--- src/rtl/hazard_controller.sv ---
// Sequencing controller for the 5-stage KGP-RISC pipeline: memory freeze, branch
// flush, single-bubble load-use stall and registered EX operand forwarding selects.
module hazard_controller #(
    parameter int REG_AW = 5,
    parameter int CNT_W  = 16
) (
    input  logic              clk,
    input  logic              reset,
    input  logic              id_valid,
    input  logic [REG_AW-1:0] id_rs,
    input  logic [REG_AW-1:0] id_rt,
    input  logic              id_uses_rs,
    input  logic              id_uses_rt,
    input  logic              id_regwrite,
    input  logic [REG_AW-1:0] id_dest,
    input  logic              id_readdmem,
    input  logic              ex_pcsrc,
    input  logic              mem_wait,
    output logic              pc_en,
    output logic              ifid_en,
    output logic              ifid_flush,
    output logic              idex_flush,
    output logic [1:0]        fwd_a,
    output logic [1:0]        fwd_b,
    output logic [CNT_W-1:0]  stall_count
);

    typedef enum logic [1:0] {
        ACT_RUN,
        ACT_FLUSH,
        ACT_STALL,
        ACT_FREEZE
    } action_e;

    localparam logic [1:0] SEL_RF  = 2'b00;
    localparam logic [1:0] SEL_MEM = 2'b01;
    localparam logic [1:0] SEL_WB  = 2'b10;

    // Only the EX and MEM shadows are held: forwarding is resolved in the ID cycle
    // against those two, so a WB shadow would be state no output could observe.
    logic              ex_v_q,    ex_v_d;
    logic [REG_AW-1:0] ex_dest_q, ex_dest_d;
    logic              ex_wr_q,   ex_wr_d;
    logic              ex_ld_q,   ex_ld_d;
    logic              mem_v_q,   mem_v_d;
    logic [REG_AW-1:0] mem_dest_q, mem_dest_d;
    logic              mem_wr_q,  mem_wr_d;
    logic [1:0]        fwd_a_q,   fwd_a_d;
    logic [1:0]        fwd_b_q,   fwd_b_d;
    logic [CNT_W-1:0]  cnt_q,     cnt_d;

    logic    ex_wr_rs, ex_wr_rt, mem_wr_rs, mem_wr_rt;
    logic    luh;
    action_e action;
    logic    ex_is_bubble;

    function automatic logic writes_reg(input logic              v,
                                        input logic              wr,
                                        input logic [REG_AW-1:0] dest,
                                        input logic [REG_AW-1:0] r);
        return v && wr && (dest == r) && (r != '0);
    endfunction

    function automatic logic [1:0] pick_src(input logic uses,
                                            input logic from_ex,
                                            input logic from_mem);
        if (!uses)         return SEL_RF;
        else if (from_ex)  return SEL_MEM;
        else if (from_mem) return SEL_WB;
        else               return SEL_RF;
    endfunction

    assign ex_wr_rs  = writes_reg(ex_v_q,  ex_wr_q,  ex_dest_q,  id_rs);
    assign ex_wr_rt  = writes_reg(ex_v_q,  ex_wr_q,  ex_dest_q,  id_rt);
    assign mem_wr_rs = writes_reg(mem_v_q, mem_wr_q, mem_dest_q, id_rs);
    assign mem_wr_rt = writes_reg(mem_v_q, mem_wr_q, mem_dest_q, id_rt);

    assign luh = id_valid && ex_ld_q &&
                 ((id_uses_rs && ex_wr_rs) || (id_uses_rt && ex_wr_rt));

    always_comb begin
        if (mem_wait)      action = ACT_FREEZE;
        else if (ex_pcsrc) action = ACT_FLUSH;
        else if (luh)      action = ACT_STALL;
        else               action = ACT_RUN;
    end

    // Enables and flushes are forced inactive for as long as reset is held low.
    assign pc_en      = reset && ((action == ACT_RUN) || (action == ACT_FLUSH));
    assign ifid_en    = pc_en;
    assign ifid_flush = reset && (action == ACT_FLUSH);
    assign idex_flush = reset && ((action == ACT_FLUSH) || (action == ACT_STALL));

    assign ex_is_bubble = (action == ACT_FLUSH) || (action == ACT_STALL);

    always_comb begin
        // NOTE: every next-state signal takes its hold value first, so no path through
        // this block leaves one unassigned and no latch is inferred.
        ex_v_d     = ex_v_q;
        ex_dest_d  = ex_dest_q;
        ex_wr_d    = ex_wr_q;
        ex_ld_d    = ex_ld_q;
        mem_v_d    = mem_v_q;
        mem_dest_d = mem_dest_q;
        mem_wr_d   = mem_wr_q;
        fwd_a_d    = fwd_a_q;
        fwd_b_d    = fwd_b_q;
        cnt_d      = cnt_q;

        if (action != ACT_FREEZE) begin
            mem_v_d    = ex_v_q;
            mem_dest_d = ex_dest_q;
            mem_wr_d   = ex_wr_q;
            if (ex_is_bubble) begin
                ex_v_d    = 1'b0;
                ex_dest_d = '0;
                ex_wr_d   = 1'b0;
                ex_ld_d   = 1'b0;
                fwd_a_d   = SEL_RF;
                fwd_b_d   = SEL_RF;
            end else begin
                ex_v_d    = id_valid;
                ex_dest_d = id_dest;
                ex_wr_d   = id_regwrite;
                ex_ld_d   = id_readdmem;
                fwd_a_d   = pick_src(id_uses_rs, ex_wr_rs, mem_wr_rs);
                fwd_b_d   = pick_src(id_uses_rt, ex_wr_rt, mem_wr_rt);
            end
        end

        if (!pc_en && (cnt_q != '1)) begin
            cnt_d = cnt_q + CNT_W'(1);
        end
    end

    always_ff @(posedge clk or negedge reset) begin
        if (!reset) begin
            ex_v_q     <= 1'b0;
            ex_dest_q  <= '0;
            ex_wr_q    <= 1'b0;
            ex_ld_q    <= 1'b0;
            mem_v_q    <= 1'b0;
            mem_dest_q <= '0;
            mem_wr_q   <= 1'b0;
            fwd_a_q    <= SEL_RF;
            fwd_b_q    <= SEL_RF;
            cnt_q      <= '0;
        end else begin
            // NOTE: non-blocking updates make every register sample the pre-edge
            // values, so MEM takes the old EX entry while EX loads the new one.
            ex_v_q     <= ex_v_d;
            ex_dest_q  <= ex_dest_d;
            ex_wr_q    <= ex_wr_d;
            ex_ld_q    <= ex_ld_d;
            mem_v_q    <= mem_v_d;
            mem_dest_q <= mem_dest_d;
            mem_wr_q   <= mem_wr_d;
            fwd_a_q    <= fwd_a_d;
            fwd_b_q    <= fwd_b_d;
            cnt_q      <= cnt_d;
        end
    end

    assign fwd_a       = fwd_a_q;
    assign fwd_b       = fwd_b_q;
    assign stall_count = cnt_q;

endmodule

--- config.mk ---
export PLATFORM = sky130hd
export DESIGN_NAME = hazard_controller
export DESIGN_NICKNAME = d
export VERILOG_FILES = /design/src/rtl/hazard_controller.sv
export SDC_FILE = /design/constraint.sdc
export NUM_CORES = 1
export LEC_CHECK = 0
export CELL_PAD_IN_SITES_DETAIL_PLACEMENT = 1
export CELL_PAD_IN_SITES_GLOBAL_PLACEMENT = 1
export CORE_MARGIN = 5
export CORE_UTILIZATION = 35
export DETAILED_ROUTE_END_ITERATION = 7
export GPL_TIMING_DRIVEN = 0
export HOLD_SLACK_MARGIN = 0.02
export PLACE_DENSITY = 0.81
export SYNTH_ARGS = -nofsm -noshare
export SYNTH_HDL_FRONTEND = slang
export SYNTH_SLANG_ARGS = --single-unit
--- constraint.sdc ---
create_clock -name clk -period 6.2 [get_ports clk]
set_input_delay 0.93 -clock clk [delete_from_list [all_inputs] [get_ports clk]]
set_output_delay 0.93 -clock clk [all_outputs]
set_load 0.01 [all_outputs]
After elaboration in Yosys (flattened, before gate mapping)
Cells that the tools add are included.

Bits in latches: 0. Memory bits (read-only): 0. Input bits: 24. Memories: 0. Register bits after elaboration: 35. RAM bits: 0. Word-level logic and storage cells: 59.

Magnitude comparators: 0. Equal/unequal tests: 8. Multiply operators: 0. Reductions and logical operators: 25. Add/subtract/negate cells: 1. Shifts and indexed selects: 0. Mux-type cells: 15. Divide/modulo/power cells: 0. Bitwise logic cells: 0.

Operator list (count): 2-to-1 mux 2 bit (11); equality test 5 bit (4); logical AND 1 bit (18); adder 16 x 1 -> 16 bit (second input constant) (1); != test 16 bit (second input constant) (1); nonzero test 5 bit (2); 2-to-1 mux 5 bit (1); logical OR 1 bit (3); 2-to-1 mux 1 bit (3); equality test 2 x 1 -> 1 bit (second input constant) (1); equality test 2 bit (second input constant) (1); zero test 2 bit (1); != test 2 bit (second input constant) (1); zero test 1 bit (1).

Depth between registers and ports, before layout
Gate-level depths: netlist (run 1).

Word-level depth: 14. Gate-level depth with buffers: 11. Mapped depth without buffers: 11.

Worst setup path before layout (run 1)
OpenSTA, ideal clock, no wires.

Kind: input-to-output. From: input id_rt[1]. To: output idex_flush. Buffers on the path: 1. Stages on the path: 8. Slack: 2.479 ns. Arrival time: 2.791 ns. Required time: 5.270 ns. Path through: or4_1 -> nor2_1 -> nor3_1 -> and3_1 -> a311o_1 -> ha_1 -> clkbuf_1 -> and2_1.

Word-level cells in the longest chain between the ends: 12.

RTL lines: start: declaration (RTL line 11) `input logic [REG_AW-1:0] id_rt,`; equality test 5 bit (RTL line 61) `return v && wr && (dest == r) && (r != '0);`; logical AND 1 bit (RTL line 61); logical AND 1 bit * (RTL line 61); logical AND 1 bit * (RTL line 79) `((id_uses_rs && ex_wr_rs) || (id_uses_rt && ex_wr_rt));`; logical OR 1 bit * (RTL line 79); logical AND 1 bit * (RTL line 78) `assign luh = id_valid && ex_ld_q &&`; 2-to-1 mux 2 bit * (RTL line 84) `else if (luh) action = ACT_STALL;`; 2-to-1 mux 2 bit * (RTL line 83) `else if (ex_pcsrc) action = ACT_FLUSH;`; 2-to-1 mux 2 bit * (RTL line 82) `if (mem_wait) action = ACT_FREEZE;`; equality test 2 x 1 -> 1 bit or equality test 2 bit (tied branches) (RTL line 92) `assign idex_flush = reset && ((action == ACT_FLUSH) || (action == ACT_STALL));`; logical OR 1 bit * (RTL line 92); logical AND 1 bit * (RTL line 92); end: declaration (RTL line 22) `output logic idex_flush,`.

Mark *: on every way between the ends. The rest lies on a longest branch, timed or not.

Worst setup path after layout (run 1)
Same ends and word-level chain as after synthesis.

==> results of run 1 <==
report_power, final:
| part | leakage (nW) | total [mW] | switching, mW | internal [mW] |
|---|---|---|---|---|
| clock network | 0.0505 | 0.186 | 0.0851 | 0.101 |
| registers | 0.460 | 0.318 | 0.0541 | 0.264 |
| logic | 0.510 | 0.192 | 0.0797 | 0.113 |
| total | 1.02 | 0.697 | 0.219 | 0.478 |
cells in the mapped netlist (3+ instances only):
cell / number / area, um2
a21oi_1: 3 / 15.0
and2_1: 3 / 18.8
clkbuf_1: 4 / 15.0
dfrtp_1: 35 / 876
ha_1: 3 / 37.5
mux2_2: 8 / 90.1
nand2_1: 21 / 78.8
nand2b_1: 9 / 56.3
nand3_1: 10 / 50.1
nand4_1: 10 / 62.6
nor2_1: 13 / 48.8
nor3_1: 4 / 20.0
o21ai_0: 8 / 40.0
xnor2_1: 25 / 219
xor2_1: 6 / 52.6
registers in the layout, indices dropped and copies added (netlist names), 2 cells and up:
name	count
stall_count	16
ex_dest_q	5
mem_dest_q	5
fwd_a	2
fwd_b	2
per-layer routing:
metal  global-route usage  vias to the layer above  share of wire
li1                     -                      762              -
met1                0.183                      797           0.44
met2                0.249                       32           0.50
met3               0.0396                        6          0.046
met4               0.0565                        0          0.016
met5                    0                        -              0
final timing paths:
path	endpoint	start	slack (ns)
setup / recovery	idex_flush	id_rt[1]	1.20
hold / removal	ex_ld_q	ex_ld_q	0.49
setup reg to reg	fwd_a[1]	ex_dest_q[2]	3.27
hold reg to reg	ex_ld_q	ex_ld_q	0.49
max in group asynchronous	stall_count[3]	reset	4.95
min in group asynchronous	ex_dest_q[4]	reset	0.73
kinds of logic after synthesis:
kind of cell,Yosys count,synth area share
XOR/XNOR,31,0.145
AO/OA/AOI/OAI,21,0.0727
AND/OR/NAND/NOR,81,0.224
multiplexers,9,0.0560
buffers and inverters,7,0.0160
flip-flops,35,0.467
adder cells (fa/ha/maj),3,0.0200
area by class of cell:
type	count	share of cell area
clock buffers	7	0.0380
flip-flops and latches	35	0.346
inverters	2	0.00296
plain buffers	5	0.00889
clock inverters	1	0.00296
repair buffers	47	0.184
multi-input cells	145	0.383
well taps	70	0.0346
worst reg2reg max path: stages, from the launching register on:
cell,delay (ns)
dfrtp_1,0.45
xnor2_1,0.21
nand4_1,0.13
nor3_1,0.30
and3_1,0.24
a311o_1,0.14
ha_1,0.19
clkbuf_1,0.46
clkbuf_1,0.48
nand2_1,0.13
o41ai_1,0.09
through the flow:
stage                     hold WS, ns  worst slack, ns  cell area, um2
after global routing            0.513            0.963            2530
after CTS                       0.487             1.16            2530
after floorplan                 0.450             2.48            1880
after detailed placement        0.471             1.18            2430
final                           0.488             1.20            2530
after global placement          0.464             1.21            2430
==> results.md, run 1 <==
- Status: complete, no violations
- Slew @ Worst Pin: 0.821 ns
- Routed wire length: 4970 um
- Post-layout util: 0.490
- Worst path most repeated cell: clkdlybuf4s50_1
- Most common cell after layout, fill and taps aside: clkdlybuf4s50_1
- #FFs+latches synth: 35
- Syn Std Cell Area: 1880 um2
- Via count of the first global-routing pass: 1674
- Leak: 1.02 nW
- Die area: 6930 um2
- Vias per inst: 5.12
- Arr. time, crit path: 4.07 ns
- Unique masters post-synth: 35
- Fin. max-slew vios: 0
- CP required: 5.27 ns
- Area used by multi-input combinational logic: 971 um2
- Sequence of cells on the critical path: clkdlybuf4s50_1 -> or4_1 -> nor2_1 -> nor3_1 -> and3_1 -> a311o_1 -> ha_1 -> clkbuf_1 -> and2_1 -> clkdlybuf4s50_1
- CTS Root Cell: clkbuf_8
- Final total power: 697 uW
- Min Tclk post-route: 5.00 ns
- Final Hold Fails: 0
- Final setup skew: 0.0111 ns
- # hold bufs at CTS: 0
- CP Class: in2out
- Setup TNS: 0 ns
- Reg area: 876 um2
- Die W: 83.2 um
- Critical Path Sink Type: output port
- Yosys warns: 0
- Fin crit share: 0.806
- Setup repair bufs after CTS: 0
- GRT overflow: 0
- Syn avg cell area: 10.0 um2
- Register area share after synthesis: 0.467
- Global-route wire length before repair: 8420 um
- DR iter-0 viols: 54
- CTS Sinks: 35
- WL/cell: 15.9 um
- Ratio of cells with drive above 1 in the final layout: 0.0950
- Worst setup SP type: input port
- Chip height: 83.2 um
- RSZ-0062 raised after global routing: false
- Antenna-violating nets left: 0
- Post-CTS resize count: 0
- Residual DRC: 0
- Fin nets: 268
- Global Route Usage Sum: 0.149
- EDFF count, synth: 0
- Layout area overhead: 35.0%
- Worst path max stage delay: 0.54 ns
- Port bufs: 47
- I/O pin total: 48
- Synth async-reset ratio: 1.00
- Initial antenna violation count: 0
- Clk_lat worst skew: 0.29 ns
- Pin count of the biggest net entering global routing: 39
- Pwr/cell area: 275 nW/um2
- Crit path buffers/inverters: 3
- Via Count: 1597
- Cells after Synth: 187
- Post-placement cell count: 304
- Max Cap Viol: 0
- Final setup violation count: 0
- FMAX: 200 MHz
- Initial Utilization: 0.363
- FP Rows: 26
- # fillers: 576
- HPWL Detailed: 3780 um
- Clk buf depth: 2
- Total CTS buffers: 5
- Relative slew margins: 0.453
- # diodes: 0
- H-tree levels: 2
- Slowest library cell on the worst path: or4_1
- Most frequent cells in the layout: 46 x clkdlybuf4s50_1, 35 x dfrtp_1, 25 x xnor2_1, 21 x nand2_1, 13 x nor2_1
- Main synth FF type: dfrtp_1
- Levels on crit path: 10
- Post-Layout Cell Count: 312
- Crit Path Max Fanout: 10
- Number of cells on the worst hold path: 2
- Drt pass-1 iters: 4
- Critical path's top delay family: buffers and inverters
- Worst-path clk slew: 0.07 ns
- Mapped Nets: 214
- Peak supply drop: 0.148 mV
- Worst min path class: reg2reg
- FF-to-FF path depth: 10
- CTS tree: done
- Core area: 5170 um2
- GPL Wtd Cong: 0.758
Power figures use the tool's default switching activity.
==> run 2, diff against run 1 <==
clock period = 4.8 ns   (was 6.2 ns; I/O delays follow)
==> run 2 against run 1 <==
First-iteration DRC count shrank 3.7%. Clock power up 30%. Clock skew increased by 0.00078 ns. Critical path type unchanged. Largest cell class unchanged.
==> results.md, run 2 (synthesis results as in run 1) <==
- Status: complete, no violations
- Initial Utilization: 0.363 (unchanged)
- Fin nets: 267 (-0.37%)
- Placed Area: 2430 um2 (unchanged)
- Max Cap Viol: 0 (unchanged)
- Worst path most repeated cell: clkdlybuf4s50_1
- Final setup violation count: 0 (unchanged)
- Critical Path Sink Type: output port
- Final setup skew: 0.0119 ns (+0.000781 ns)
- Max layer used: met4
- Peak supply drop: 0.192 mV (+29%)
- Post-Layout Inst Area: 2530 um2 (-0.15%)
- Most common cell after layout, fill and taps aside: clkdlybuf4s50_1
- Core area: 5170 um2 (unchanged)
- Leak: 1.02 nW (-0.12%)
- Post-placement cell count: 304 (unchanged)
- Setup TNS: 0 ns (unchanged)
- Slowest library cell on the worst path: clkdlybuf4s50_1
- Worst path max stage delay: 0.54 ns (about the same)
- # fillers: 577 (+0.17%)
- Die area: 6930 um2 (unchanged)
- CP required: 4.08 ns (-1.19 ns)
- I/O pin total: 48 (unchanged)
- Clk_lat worst skew: 0.30 ns (about the same)
- H-tree levels: 2 (unchanged)
- WL/cell: 16.0 um (+0.46%)
- Global Route Usage Sum: 0.149 (unchanged)
- Clk buf depth: 2 (unchanged)
- Fin. max-slew vios: 0 (unchanged)
- Worst setup SP type: input port
- Worst min path class: reg2reg
- Area used by multi-input combinational logic: 971 um2 (unchanged)
- Pwr/cell area: 356 nW/um2 (+29%)
- Final Hold Fails: 0 (unchanged)
- Chip height: 83.2 um (unchanged)
- # hold bufs at CTS: 0 (unchanged)
- Antenna-violating nets left: 0 (unchanged)
- Die W: 83.2 um (unchanged)
- CP Class: in2out
- Min Tclk post-route: 4.44 ns
- Routed wl met3: 251 um (+9.1%)
- Worst-path clk slew: 0.07 ns (about the same)
- Largest register FFs: 16 (unchanged)
- # diodes: 0 (unchanged)
- Crit path buffers/inverters: 2 (-1)
- Slew @ Worst Pin: 0.822 ns (+0.00124 ns)
- Total CTS buffers: 5 (unchanged)
- Via Count: 1599 (+0.13%)
- Drt pass-1 iters: 4 (unchanged)
- Arr. time, crit path: 3.72 ns (-0.35 ns)
- Sequence of cells on the critical path: clkdlybuf4s50_1 -> or4_1 -> nor2_1 -> nor3_1 -> and3_1 -> a311o_1 -> ha_1 -> and2_1 -> clkdlybuf4s50_1
- Global-route wire length before repair: 8420 um (unchanged)
- Port bufs: 47 (unchanged)
- Residual DRC: 0 (unchanged)
- Crit Path Max Fanout: 11 (+1)
- Met1 WL: 2180 um (-0.50%)
- WHS: 0.485 ns (-0.00235 ns)
- HPWL Detailed: 3780 um (unchanged)
- Most frequent cells in the layout: 46 x clkdlybuf4s50_1, 35 x dfrtp_1, 25 x xnor2_1, 21 x nand2_1, 13 x nor2_1
- Vias per inst: 5.14 (+0.45%)
- Critical path's top delay family: simple AND/OR/NAND/NOR gates
- Wire length on met2: 2470 um (-0.12%)
- Pin count of the biggest net entering global routing: 39 (unchanged)
- Via count of the first global-routing pass: 1674 (unchanged)
- Fin crit share: 0.925
- CTS Sinks: 35 (unchanged)
- Layout area overhead: 34.8%
- Initial antenna violation count: 0 (unchanged)
- GPL Wtd Cong: 0.758 (unchanged)
- Post-Layout Cell Count: 311 (-0.32%)
- DR iter-0 viols: 52 (-3.7%)
- Relative slew margins: 0.452 (-0.000828)
- FP Rows: 26 (unchanged)
- CTS Root Cell: clkbuf_8
- Reg area: 876 um2 (unchanged)
- Ratio of cells with drive above 1 in the final layout: 0.0954 (+0.000394)
- CTS tree: done
- Setup repair bufs after CTS: 0 (unchanged)
- GRT overflow: 0 (unchanged)
- RSZ-0062 raised after global routing: false
- Routed wire length: 4980 um (+0.14%)
- FMAX: 225 MHz
-- run 2: cell count changes in the layout (fill, tap and decap cells not counted) --
cell and delta:
clkbuf_1 -1
-- run 2: path summary, 6_finish.rpt --
check,slack [ns],endpoint,depth (start not counted),start
max in group asynchronous,3.76,stall_count[3],1,reset
worst max register to register,1.81,fwd_a[1],10,ex_dest_q[2]
worst min register to register,0.49,ex_ld_q,2,ex_ld_q
worst max-delay path,0.36,idex_flush,9,id_rt[1]
min in group asynchronous,0.52,ex_dest_q[4],1,reset
worst min-delay path,0.49,ex_ld_q,2,ex_ld_q
-- run 2: where the power goes --
group | leakage [nW] | internal (mW) | switching (mW)
clock network | 0.0505 | 0.131 | 0.110
registers | 0.460 | 0.341 | 0.0699
logic | 0.509 | 0.146 | 0.103
total | 1.02 | 0.618 | 0.283
-- run 2: worst min-delay path, delay by kind of cell (launching register included) --
kind	cells	cell delay, ns
flops	1	0.34
compound gates	1	0.06
simple gates	1	0.05
-- run 2: timing repair --
action	in CTS	in global routing
resized for setup	0	0
hold endpoints to repair	0	0
endpoints found under the setup margin	0	1
-- run 2: per-stage QoR --
step | worst slack, ns | utilization | total power, mW
after detailed placement | 0.196 | 0.470 | 0.665
after global placement | 0.231 | 0.471 | 0.650
after floorplan | 1.50 | - | 0.530
final | 0.360 | 0.489 | 0.901
after CTS | 0.180 | 0.490 | 0.911
after global routing | 0.165 | 0.489 | 0.955
-- run 2: area by class of cell --
cell class / instances / share of cell area
buffer: 4 / 0.00742
clock buffer: 7 / 0.0381
clock inverter: 1 / 0.00297
inverter: 2 / 0.00297
multi-input combinational: 145 / 0.384
sequential: 35 / 0.346
tap: 70 / 0.0346
timing repair buffer: 47 / 0.184
-- run 2: per-layer routing --
metal / track usage / vias to the layer above
met5: 0 / -
met4: 0.0565 / 0
met3: 0.0396 / 6
met2: 0.249 / 38
met1: 0.183 / 794
li1: - / 761
